## src/rtl/add8_err_meter.sv

```systemverilog
// Error-characterization engine for 8-bit approximate adders: sweeps all 65536 operand pairs
// into an attached adder and accumulates MAE/MSE/WCE/EP/HD figures of merit.
module add8_err_meter #(
  parameter int unsigned DUT_LAT = 0
) (
  input  logic        clk,
  input  logic        rst,
  input  logic        start,
  output logic [7:0]  dut_a,
  output logic [7:0]  dut_b,
  input  logic [8:0]  dut_o,
  output logic        busy,
  output logic        done,
  output logic [24:0] sum_abs,
  output logic [33:0] sum_sq,
  output logic [8:0]  wce,
  output logic [16:0] err_cnt,
  output logic [19:0] hd_sum
);

  localparam logic [1:0] StIdle  = 2'd0;
  localparam logic [1:0] StRun   = 2'd1;
  localparam logic [1:0] StDrain = 2'd2;
  localparam logic [1:0] StDone  = 2'd3;

  // DRAIN ends when the last aligned sample has reached the accumulators, so that
  // done coincides with the first cycle the results are final.
  localparam logic [1:0] DrainLast = DUT_LAT[1:0];

  logic [1:0]  state_q, state_d;
  logic [15:0] idx_q, idx_d;
  logic [1:0]  drain_q, drain_d;
  logic        clr;

  always_comb begin
    state_d = state_q;
    idx_d   = idx_q;
    drain_d = drain_q;
    clr     = 1'b0;
    case (state_q)
      StIdle: begin
        if (start) begin
          state_d = StRun;
          idx_d   = 16'd0;
          clr     = 1'b1;
        end
      end
      StRun: begin
        if (idx_q == 16'hFFFF) begin
          state_d = StDrain;
          drain_d = 2'd0;
        end else begin
          idx_d = idx_q + 16'd1;
        end
      end
      StDrain: begin
        if (drain_q == DrainLast) begin
          state_d = StDone;
        end else begin
          drain_d = drain_q + 2'd1;
        end
      end
      StDone: begin
        if (start) begin
          state_d = StRun;
          idx_d   = 16'd0;
          clr     = 1'b1;
        end else begin
          state_d = StIdle;
        end
      end
      default: state_d = StIdle;
    endcase
  end

  always_ff @(posedge clk or posedge rst) begin
    if (rst) begin
      state_q <= StIdle;
      idx_q   <= 16'd0;
      drain_q <= 2'd0;
    end else begin
      state_q <= state_d;
      idx_q   <= idx_d;
      drain_q <= drain_d;
    end
  end

  assign dut_a = idx_q[15:8];
  assign dut_b = idx_q[7:0];
  assign busy  = (state_q == StRun) || (state_q == StDrain);
  assign done  = (state_q == StDone);

  // Exact reference and its valid bit, delayed to line up with dut_o.
  logic [8:0] e0, e_al;
  logic       v0, v_al;

  assign e0 = {1'b0, dut_a} + {1'b0, dut_b};
  assign v0 = (state_q == StRun);

  if (DUT_LAT == 0) begin : g_nolat
    assign e_al = e0;
    assign v_al = v0;
  end else begin : g_lat
    logic [8:0]         e_sr [DUT_LAT];
    logic [DUT_LAT-1:0] v_sr;

    always_ff @(posedge clk or posedge rst) begin
      if (rst) begin
        v_sr <= '0;
        for (int i = 0; i < int'(DUT_LAT); i++) begin
          e_sr[i] <= 9'd0;
        end
      end else begin
        v_sr[0] <= v0;
        e_sr[0] <= e0;
        for (int i = 1; i < int'(DUT_LAT); i++) begin
          v_sr[i] <= v_sr[i-1];
          e_sr[i] <= e_sr[i-1];
        end
      end
    end

    assign e_al = e_sr[DUT_LAT-1];
    assign v_al = v_sr[DUT_LAT-1];
  end

  // Stage 1: per-vector error terms.
  logic [8:0]  d_c;
  logic [17:0] sq_c;
  logic [8:0]  x_c;
  logic [3:0]  p_c;

  always_comb begin
    d_c  = (e_al >= dut_o) ? (e_al - dut_o) : (dut_o - e_al);
    sq_c = {9'd0, d_c} * {9'd0, d_c};
    x_c  = e_al ^ dut_o;
    p_c  = 4'd0;
    for (int i = 0; i < 9; i++) begin
      p_c = p_c + {3'd0, x_c[i]};
    end
  end

  logic        s1_v_q;
  logic [8:0]  s1_d_q;
  logic [17:0] s1_sq_q;
  logic        s1_nz_q;
  logic [3:0]  s1_p_q;

  always_ff @(posedge clk or posedge rst) begin
    if (rst) begin
      s1_v_q  <= 1'b0;
      s1_d_q  <= 9'd0;
      s1_sq_q <= 18'd0;
      s1_nz_q <= 1'b0;
      s1_p_q  <= 4'd0;
    end else begin
      s1_v_q  <= v_al;
      s1_d_q  <= d_c;
      s1_sq_q <= sq_c;
      s1_nz_q <= (d_c != 9'd0);
      s1_p_q  <= p_c;
    end
  end

  // Stage 2: accumulators; widths cover a full 65536-vector sweep without overflow.
  always_ff @(posedge clk or posedge rst) begin
    if (rst) begin
      sum_abs <= 25'd0;
      sum_sq  <= 34'd0;
      wce     <= 9'd0;
      err_cnt <= 17'd0;
      hd_sum  <= 20'd0;
    end else if (clr) begin
      sum_abs <= 25'd0;
      sum_sq  <= 34'd0;
      wce     <= 9'd0;
      err_cnt <= 17'd0;
      hd_sum  <= 20'd0;
    end else if (s1_v_q) begin
      sum_abs <= sum_abs + {16'd0, s1_d_q};
      sum_sq  <= sum_sq + {16'd0, s1_sq_q};
      err_cnt <= err_cnt + {16'd0, s1_nz_q};
      hd_sum  <= hd_sum + {16'd0, s1_p_q};
      if (s1_d_q > wce) begin
        wce <= s1_d_q;
      end
    end
  end

endmodule

```

## config.mk

```make
export PLATFORM = sky130hd
export DESIGN_NAME = add8_err_meter
export DESIGN_NICKNAME = d
export VERILOG_FILES = /design/src/rtl/add8_err_meter.sv
export SDC_FILE = /design/constraint.sdc
export NUM_CORES = 1
export LEC_CHECK = 0
export ABC_CLOCK_PERIOD_IN_PS = 7400
export BUFFER_PORTS_ARGS = -buffer_cell sky130_fd_sc_hd__buf_2
export CORE_UTILIZATION = 45
export CTS_BUF_LIST = sky130_fd_sc_hd__clkbuf_8
export CTS_CLUSTER_DIAMETER = 50
export CTS_CLUSTER_SIZE = 14
export DETAILED_ROUTE_END_ITERATION = 10
export GPL_TIMING_DRIVEN = 0
export PLACE_DENSITY = 0.67
export RECOVER_POWER = 25
export SLEW_MARGIN = 20
export SYNTH_ARGS = -nofsm -noshare
export SYNTH_HDL_FRONTEND = slang
export SYNTH_SLANG_ARGS = --single-unit
```

## constraint.sdc

```tcl
create_clock -name clk -period 7.4 [get_ports clk]
set_clock_uncertainty 0.15 [all_clocks]
set_input_delay 0 -clock clk [delete_from_list [all_inputs] [get_ports clk]]
set_output_delay 0 -clock clk [all_outputs]
set_load 0.02 [all_outputs]
```

=== Word level (Yosys, flattened, before mapping) ===
Index checks and enable logic that the tools add are counted.

* Bits in registers: 158
* Bits of input ports: 12
* Word-level logic and storage cells: 82

* Add/subtract/negate cells: 17
* Multiply operators: 1
* Order comparisons: 2
* Equality and inequality tests: 10
* Mux-type cells: 25
* Bitwise gates (word level): 1
* Reductions and logical operators: 13

{| class="wikitable"
|+ Operator list
! operator !! number
|-
| 34-bit 2-to-1 mux || 2
|-
| 25-bit 2-to-1 mux || 2
|-
| 20-bit 2-to-1 mux || 2
|-
| 9-bit 2-to-1 mux || 4
|-
| 34-bit by 18-bit adder with 34-bit output || 1
|-
| 17-bit 2-to-1 mux || 2
|-
| 16-bit 2-to-1 mux || 2
|-
| 16-bit one-hot mux with 2 select lines || 1
|-
| 25-bit by 9-bit adder with 25-bit output || 1
|-
| 20-bit by 4-bit adder with 20-bit output || 1
|-
| 4-bit by 1-bit adder with 4-bit output || 5
|-
| 9-bit by 9-bit multiplier with 18-bit output || 1
|-
| 9-bit subtractor || 2
|-
| 17-bit by 1-bit adder with 17-bit output || 1
|-
| 16-bit by 1-bit adder with 16-bit output, second input constant || 1
|-
| 16-bit equality test, second input constant || 1
|-
| 2-bit 2-to-1 mux || 5
|-
| 8-bit by 8-bit adder with 9-bit output || 1
|-
| 9-bit greater-or-equal comparator || 1
|-
| 9-bit > comparator || 1
|-
| 3-bit AND reduction || 3
|-
| 9-bit nonzero test || 1
|-
| 9-bit XOR || 1
|-
| 2-bit != test, second input constant || 4
|-
| 15 further kinds || 23
|}

=== Longest topological paths before layout ===
Gate-level depths: netlist (run 1).

* Word-level depth: 10
* Gate-level depth with buffers: 35
* Depth with buffers taken out: 35

=== Worst setup path before layout (run 1) ===
OpenSTA, ideal clock, no wires.

* Path kind: register to register
* Start: register idx_q[8]
* End: register s1_sq_q[16]
* Arrival time: 7346 ps
* Data required time: 7170 ps
* Slack: -176 ps
* Stages on the path, launching flop included: 32
* Buffers on the path: 0
* Clock period less this slack: 7576 ps
* Cell sequence: dfrtp_1 ha_1 fa_1 a21oi_1 nor2_1 nor2_1 o21bai_1 a21oi_1 xnor2_1 ha_1 a21oi_1 o31ai_2 a31oi_4 and3_1 mux2_2 nor2_1 inv_1 fa_1 inv_1 fa_1 inv_1 fa_1 fa_1 inv_1 ha_1 o21ai_0 a21boi_0 o21ai_0 a21oi_1 a41o_1 o41ai_1 xnor2_1

* Longest elaborated chain between the ends: 4

{| class="wikitable"
|+ RTL lines
! item !! line !! source
|-
| start, declared || 31 || <nowiki>logic [15:0] idx_q, idx_d;</nowiki>
|-
| start signal, assigned || 83 || <nowiki>idx_q <= idx_d;</nowiki>
|-
| 8-bit by 8-bit adder with 9-bit output * || 97 || <nowiki>assign e0 = {1'b0, dut_a} + {1'b0, dut_b};</nowiki>
|-
| 9-bit subtractor or 9-bit greater-or-equal comparator (tied branches) || 134 || <nowiki>d_c = (e_al >= dut_o) ? (e_al - dut_o) : (dut_o - e_al);</nowiki>
|-
| 9-bit 2-to-1 mux * || 134 ||
|-
| 9-bit by 9-bit multiplier with 18-bit output * || 135 || <nowiki>sq_c = {9'd0, d_c} * {9'd0, d_c};</nowiki>
|-
| via sq_c[16] || 129 || <nowiki>logic [17:0] sq_c;</nowiki>
|-
| end signal, assigned || 159 || <nowiki>s1_sq_q <= sq_c;</nowiki>
|-
| end, declared || 145 || <nowiki>logic [17:0] s1_sq_q;</nowiki>
|}

Mark *: on every way through the listed nets, which the timed path passes. The rest lies on a longest branch.
A chain may end at the register's enable or synchronous reset.

=== Worst setup path after layout (run 1) ===
* Start: register idx_q[0]
* End: register s1_sq_q[16]

The elaborated chain is that of the path after synthesis.

==> results.cfg, run 1 <==
[global_routing]
antenna_found_initial = 0
grt_pass1_wl_um = 46800
grt.total_usage = 0.223
grt-ovfl-total = 0
grt_max_degree = 90
grt_pass1_vias = 9383

[layout]
drive_gt1_frac = 0.161
syn_to_final_growth_pct = 19.8
layout.nets = 1620
layout_common_cells = nor2_1 (157), dfrtp_1 (152), inv_1 (124)
layout_commonest_cell = nor2_1
diodes = 0
nFillCells = 2322

[placed_design]
place_ws_ns = -0.914
place_congestion = 0.841
post-dp-hpwl_um = 20900
port_buffers = 134

[sta]
clock.fmax_mhz = 134
hold_slack_ns = 0.126
min_period_ns = 7.45
maxSlewViolCount = 68
relSlewSlack = -1.14
max_slew.worst_pin.slew_ns = 3.19
fin_crit_sh = 1.01
rsz0062_at_grt = true
worst_slack_ns = -0.0484
hold_violations = 0
finalSetupViolations = 2

[synthesis]
ys_ff_latch = 156
synthDistinctLibCells = 69
avgSynthCellArea_um2 = 9.21
synthesis.nets = 1415
synth_warnings = 0
ys_top_cells_by_area = dfrtp_1 (34%), ha_1 (12%), fa_1 (7.5%)
synthCells = 1249
synth_seq_area_share = 0.339
synth_area_um2 = 11500
synth_ff_type = dfrtp_1
synth_edf_count = 0
synthArstFlopShare = 1.00
synth_top_area_cell = dfrtp_1
yosys.area.top_type_share = 0.339

[pwr]
leakage_nw = 6.56
p_per_area_nw_per_um2 = 418
p_total_mw = 5.76
ir_drop_uv = 270

[status]
violations = capacitance limit, slew limit, setup timing
status = finished, violations left

[drt]
routed-wl-met3_um = 1080
wire_per_inst_um = 16.1
first_iter_violations = 529
via_per_inst = 5.36
routed.top_layer = met4
dr_wl_met2_um = 14000
ant_nets = 0
num_vias = 9632
wl_met1_um = 13000
drc_errors = 0
first_pass_iters = 5
drt-total-wl_um = 28900

[cts]
h-tree-depth = 4
numClockSinks = 156
insertion_delay_ns = 0.46
cts_root_buf = clkbuf_8
clock_path_buffers = 2
cts_buffers = 17
cts.clk_slew.worst_paths_ns = 0.11
cts_tree = done

[floorplanning]
die-width_um = 162
start_util = 0.458
core_um2 = 25100
die-area_um2 = 26200
rows = 58
die_h_um = 162
pin_count = 135

[worst_setup_path]
cp_max_fo = 6
cp.required_ns = 7.62
cp.arrival_ns = 7.67
cp-start-kind = flip-flop
critPathCaptureType = flip-flop
slowest_delay_ns = 0.54
critical_path_class = flip-flop to flip-flop
crit_slowest_cell = fa_1
crit_top_cell = ha_4

[flow_run]
max_cap_viol_count = 1

[hold_path]
min-delay-path-class = primary input to flip-flop
-- sequential cells by signal, summed over array words and instances (netlist names), 4 cells and up --
signal   count
sum_sq      34
sum_abs     25
hd_sum      20
err_cnt     17
s1_sq_q     17
idx_q       16
wce          9
s1_d_q       8
s1_p_q       4
-- power by group --
part	switching, mW	internal (mW)
sequential	0.275	1.17
combinational	2.09	1.60
clock	0.361	0.271
-- per-stage QoR --
| stage | utilization | instances | TNS, ns | instance area, um2 |
|---|---|---|---|---|
| floorplan | - | 1249 | -0.0500 | 11500 |
| global placement | 0.502 | 1713 | -4.77 | 12600 |
| detailed placement | 0.504 | 1714 | -5.06 | 12700 |
| CTS | 0.543 | 1781 | -0.329 | 13600 |
| global route | 0.549 | 1796 | -1.14 | 13800 |
| finish | 0.549 | 1796 | -0.0793 | 13800 |
-- worst max-delay path: cells and delay by family (launching register included) --
family          cells  cell delay (ns)
compound gates     12             2.45
xor+xnor            3             0.42
fa+ha+maj           8             2.88
buf+inv             4             0.34
flops               1             0.44
simple gates        6             0.65
-- Yosys cell counts (5+ instances only) --
| master | n |
|---|---|
| nor2_1 | 165 |
| dfrtp_1 | 156 |
| inv_1 | 141 |
| ha_1 | 111 |
| nand2_1 | 86 |
| a21oi_1 | 65 |
| xor2_1 | 51 |
| xnor2_1 | 47 |
| o21ai_0 | 46 |
| fa_1 | 43 |
| mux2i_1 | 36 |
| nand3_1 | 31 |
| nand4_1 | 26 |
| clkbuf_1 | 24 |
| nor3_1 | 18 |
| and3_1 | 17 |
| nor2b_1 | 17 |
| a21o_1 | 15 |
| or3_1 | 13 |
| nand2b_1 | 12 |
| a211oi_1 | 9 |
| o211ai_1 | 9 |
| a31oi_1 | 8 |
| and2_1 | 8 |
| o21a_1 | 8 |
| o2111ai_1 | 6 |
| a31o_2 | 5 |
| and4_1 | 5 |
| o21bai_1 | 5 |
| o31ai_1 | 5 |
-- worst paths after layout --
path | from | to | cells after the start | slack, ns
setup / recovery | idx_q[0]$_DFFE_PP0P_ | s1_sq_q[16]$_DFF_PP0_ | 33 | -0.05
hold / removal | dut_o[0] | s1_sq_q[2]$_DFF_PP0_ | 5 | 0.13
max in group asynchronous | rst | idx_q[8]$_DFFE_PP0P_ | 4 | 4.12
min in group asynchronous | rst | state_q[1]$_DFFE_PP0P_ | 4 | 1.41
setup reg to reg | idx_q[0]$_DFFE_PP0P_ | s1_sq_q[16]$_DFF_PP0_ | 33 | -0.05
hold reg to reg | wce[8]$_DFFE_PP0P_ | wce[8]$_DFFE_PP0P_ | 2 | 0.41
-- metal layers --
metal  GRT usage  vias to the layer above
met5           0                        -
met1       0.291                     4718
met2       0.377                      239
met3      0.0276                       44
met4      0.0866                        0
li1            -                     4631
-- area by class of cell --
cell class | count | area [um2] | area share
multi-input combinational | 919 | 7410 | 0.538
sequential | 156 | 3910 | 0.284
timing repair buffer | 186 | 1000 | 0.0726
inverter | 145 | 557 | 0.0404
tap | 330 | 413 | 0.0300
clock buffer | 17 | 234 | 0.0170
clock inverter | 14 | 136 | 0.00990
buffer | 29 | 123 | 0.00890
-- repair_timing --
item / CTS / global route
setup buffers: 32 / 15
resized for setup: 77 / 42
endpoints found under the setup margin: 10 / 9
endpoints found under the hold margin: 162 / 0
pin swaps: 44 / 56
hold buffers: 4 / 0
-- cell families after synthesis --
family | after synthesis | synth area share
xor+xnor | 102 | 0.0818
simple gates | 410 | 0.166
buf+inv | 174 | 0.0577
compound gates | 212 | 0.123
mux | 41 | 0.0364
flops | 156 | 0.339
fa+ha+maj | 154 | 0.196
No activity file was read; power rests on OpenSTA's default activity.
==> inputs of run 2 (changes only) <==
--- a/config.mk
+++ b/config.mk
@@ -6,14 +6,13 @@
 export NUM_CORES = 1
 export LEC_CHECK = 0
 export ABC_CLOCK_PERIOD_IN_PS = 7400
-export BUFFER_PORTS_ARGS = -buffer_cell sky130_fd_sc_hd__buf_2
 export CORE_UTILIZATION = 45
 export CTS_BUF_LIST = sky130_fd_sc_hd__clkbuf_8
 export CTS_CLUSTER_DIAMETER = 50
 export CTS_CLUSTER_SIZE = 14
 export DETAILED_ROUTE_END_ITERATION = 10
-export GPL_TIMING_DRIVEN = 0
-export PLACE_DENSITY = 0.67
+export DONT_BUFFER_PORTS = 1
+export GPL_TIMING_DRIVEN = 1
 export RECOVER_POWER = 25
 export SLEW_MARGIN = 20
 export SYNTH_ARGS = -nofsm -noshare
==> results.cfg, run 2 (same netlist as run 1, synthesis figures left out) <==
[worst_setup_path]
path_buf_inv = 6
slowest_delay_ns = 0.58
reg2reg_from = idx_q[0]$_DFFE_PP0P_
crit_family = adder cells
reg2regPathDepth = 36
cp_max_fo = 7
rrSetupSlack_ns = 0.13
critPathCaptureType = flip-flop
crit_top_cell = a21oi_2
critical_path_class = flip-flop to flip-flop
cp.required_ns = 7.63
cp.arrival_ns = 7.50
r2r-end = s1_sq_q[16]$_DFF_PP0_
cp-start-kind = flip-flop
crit_slowest_cell = fa_1

[layout]
multi_input_area_um2 = 7370
top_register = sum_sq
diodes = 0
largest_reg_flops = 34
drive_gt1_frac = 0.180
layout_common_cells = dfrtp_1 (153), nor2_1 (151), inv_1 (129)
post-route-cell-area_um2 = 13500
register_area_um2 = 3910
layout_commonest_cell = dfrtp_1
nFillCells = 2316
syn_to_final_growth_pct = 17.5
final_core_util = 0.538
largest_registers = sum_sq x34, sum_abs x25, hd_sum x20
layout.nets = 1512
fin_cells = 1689

[cts]
insertion_delay_ns = 0.47
cts_tree = done
cts_buffers = 17
h-tree-depth = 4
numClockSinks = 156
cts_root_buf = clkbuf_8
cts.clk_slew.worst_paths_ns = 0.11
clock_path_buffers = 2

[floorplanning]
die-width_um = 162
rows = 58
start_util = 0.458
pin_count = 135
core_um2 = 25100
die-area_um2 = 26200
die_h_um = 162

[sta]
max_slew.worst_pin.slew_ns = 3.78
min_period_ns = 7.27
fin_crit_sh = 0.983
clock.fmax_mhz = 138
hold_violations = 0
rsz0062_at_grt = true
setup-tns-final_ns = 0
finalSetupViolations = 0
worst_slack_ns = 0.129
relSlewSlack = -1.53
maxSlewViolCount = 87
hold_slack_ns = 0.0604

[hold_path]
min-delay-path-class = primary input to flip-flop
min-delay-start = start
holdPathStages = 5
whs_endpoint = idx_q[3]$_DFFE_PP0P_

[global_routing]
grt_pass1_vias = 8697
grt-ovfl-total = 0
antenna_found_initial = 0
grt_pass1_wl_um = 44800
grt_max_degree = 87
grt.total_usage = 0.212

[pwr]
ir_drop_uv = 253
p_total_mw = 5.80
p_per_area_nw_per_um2 = 429
leakage_nw = 6.55

[placed_design]
post-dp-hpwl_um = 20100
dp.cells = 1627
place_ws_ns = -0.254
place_congestion = 0.853
port_buffers = 0
place_area_um2 = 12400

[drt]
num_vias = 8962
wire_per_inst_um = 16.2
ant_nets = 0
first_pass_iters = 5
via_per_inst = 5.31
drc_errors = 0
first_iter_violations = 550
drt-total-wl_um = 27400

[flow_run]
max_cap_viol_count = 1

[status]
status = finished, violations left
violations = capacitance limit, slew limit
-- run 2: cell types whose count changed in the layout (fill, tap and decap cells not counted), sizes merged --
cell,before,now
clkinvlp,4,1
bufinv,1,2
inv,148,152
clkbuf,139,18
clkinv,6,4
buf,89,103
-- run 2: what timing repair did --
action	in CTS	in global routing
resized for setup	39	65
endpoints found under the setup margin	6	9
setup buffers	8	19
hold buffers	4	0
hold endpoints to repair	113	0
pin swaps	28	65
-- run 2: final cells by class --
type                       count  share of cell area
clock buffer                  18              0.0183
clock inverter                14              0.0133
inverter                     145              0.0407
multi-input combinational    919               0.546
sequential                   156               0.289
tap                          330              0.0305
timing repair buffer         107              0.0624
-- run 2: worst max path at each step --
stage | startpoint | to | depth (start not counted)
after global placement | idx_q[8]$_DFFE_PP0P_ | s1_sq_q[16]$_DFF_PP0_ | 31
after global routing | idx_q[0]$_DFFE_PP0P_ | s1_sq_q[16]$_DFF_PP0_ | 36
after CTS | idx_q[8]$_DFFE_PP0P_ | s1_sq_q[16]$_DFF_PP0_ | 33
after detailed placement | idx_q[8]$_DFFE_PP0P_ | s1_sq_q[16]$_DFF_PP0_ | 31
final | idx_q[0]$_DFFE_PP0P_ | s1_sq_q[16]$_DFF_PP0_ | 36
after floorplan | idx_q[8]$_DFFE_PP0P_ | s1_sq_q[17]$_DFF_PP0_ | 34
-- run 2: metal layers --
layer  GRT usage  share of wire  vias to the layer above
met5           0              0                        -
met4      0.0442         0.0046                        0
met3      0.0447          0.042                       12
met2       0.350           0.49                      122
met1       0.285           0.46                     4422
li1            -              -                     4406
-- run 2: tightest hold or removal path: stages --
cell and delay [ns]:
nor2_1 0.08, a211oi_1 0.07, nand4_1 0.30, xor2_1 0.11, nor2_1 0.07
-- run 2: power breakdown --
group	internal, mW	switching, mW
clock	0.326	0.376
sequential	1.16	0.619
combinational	1.61	1.71
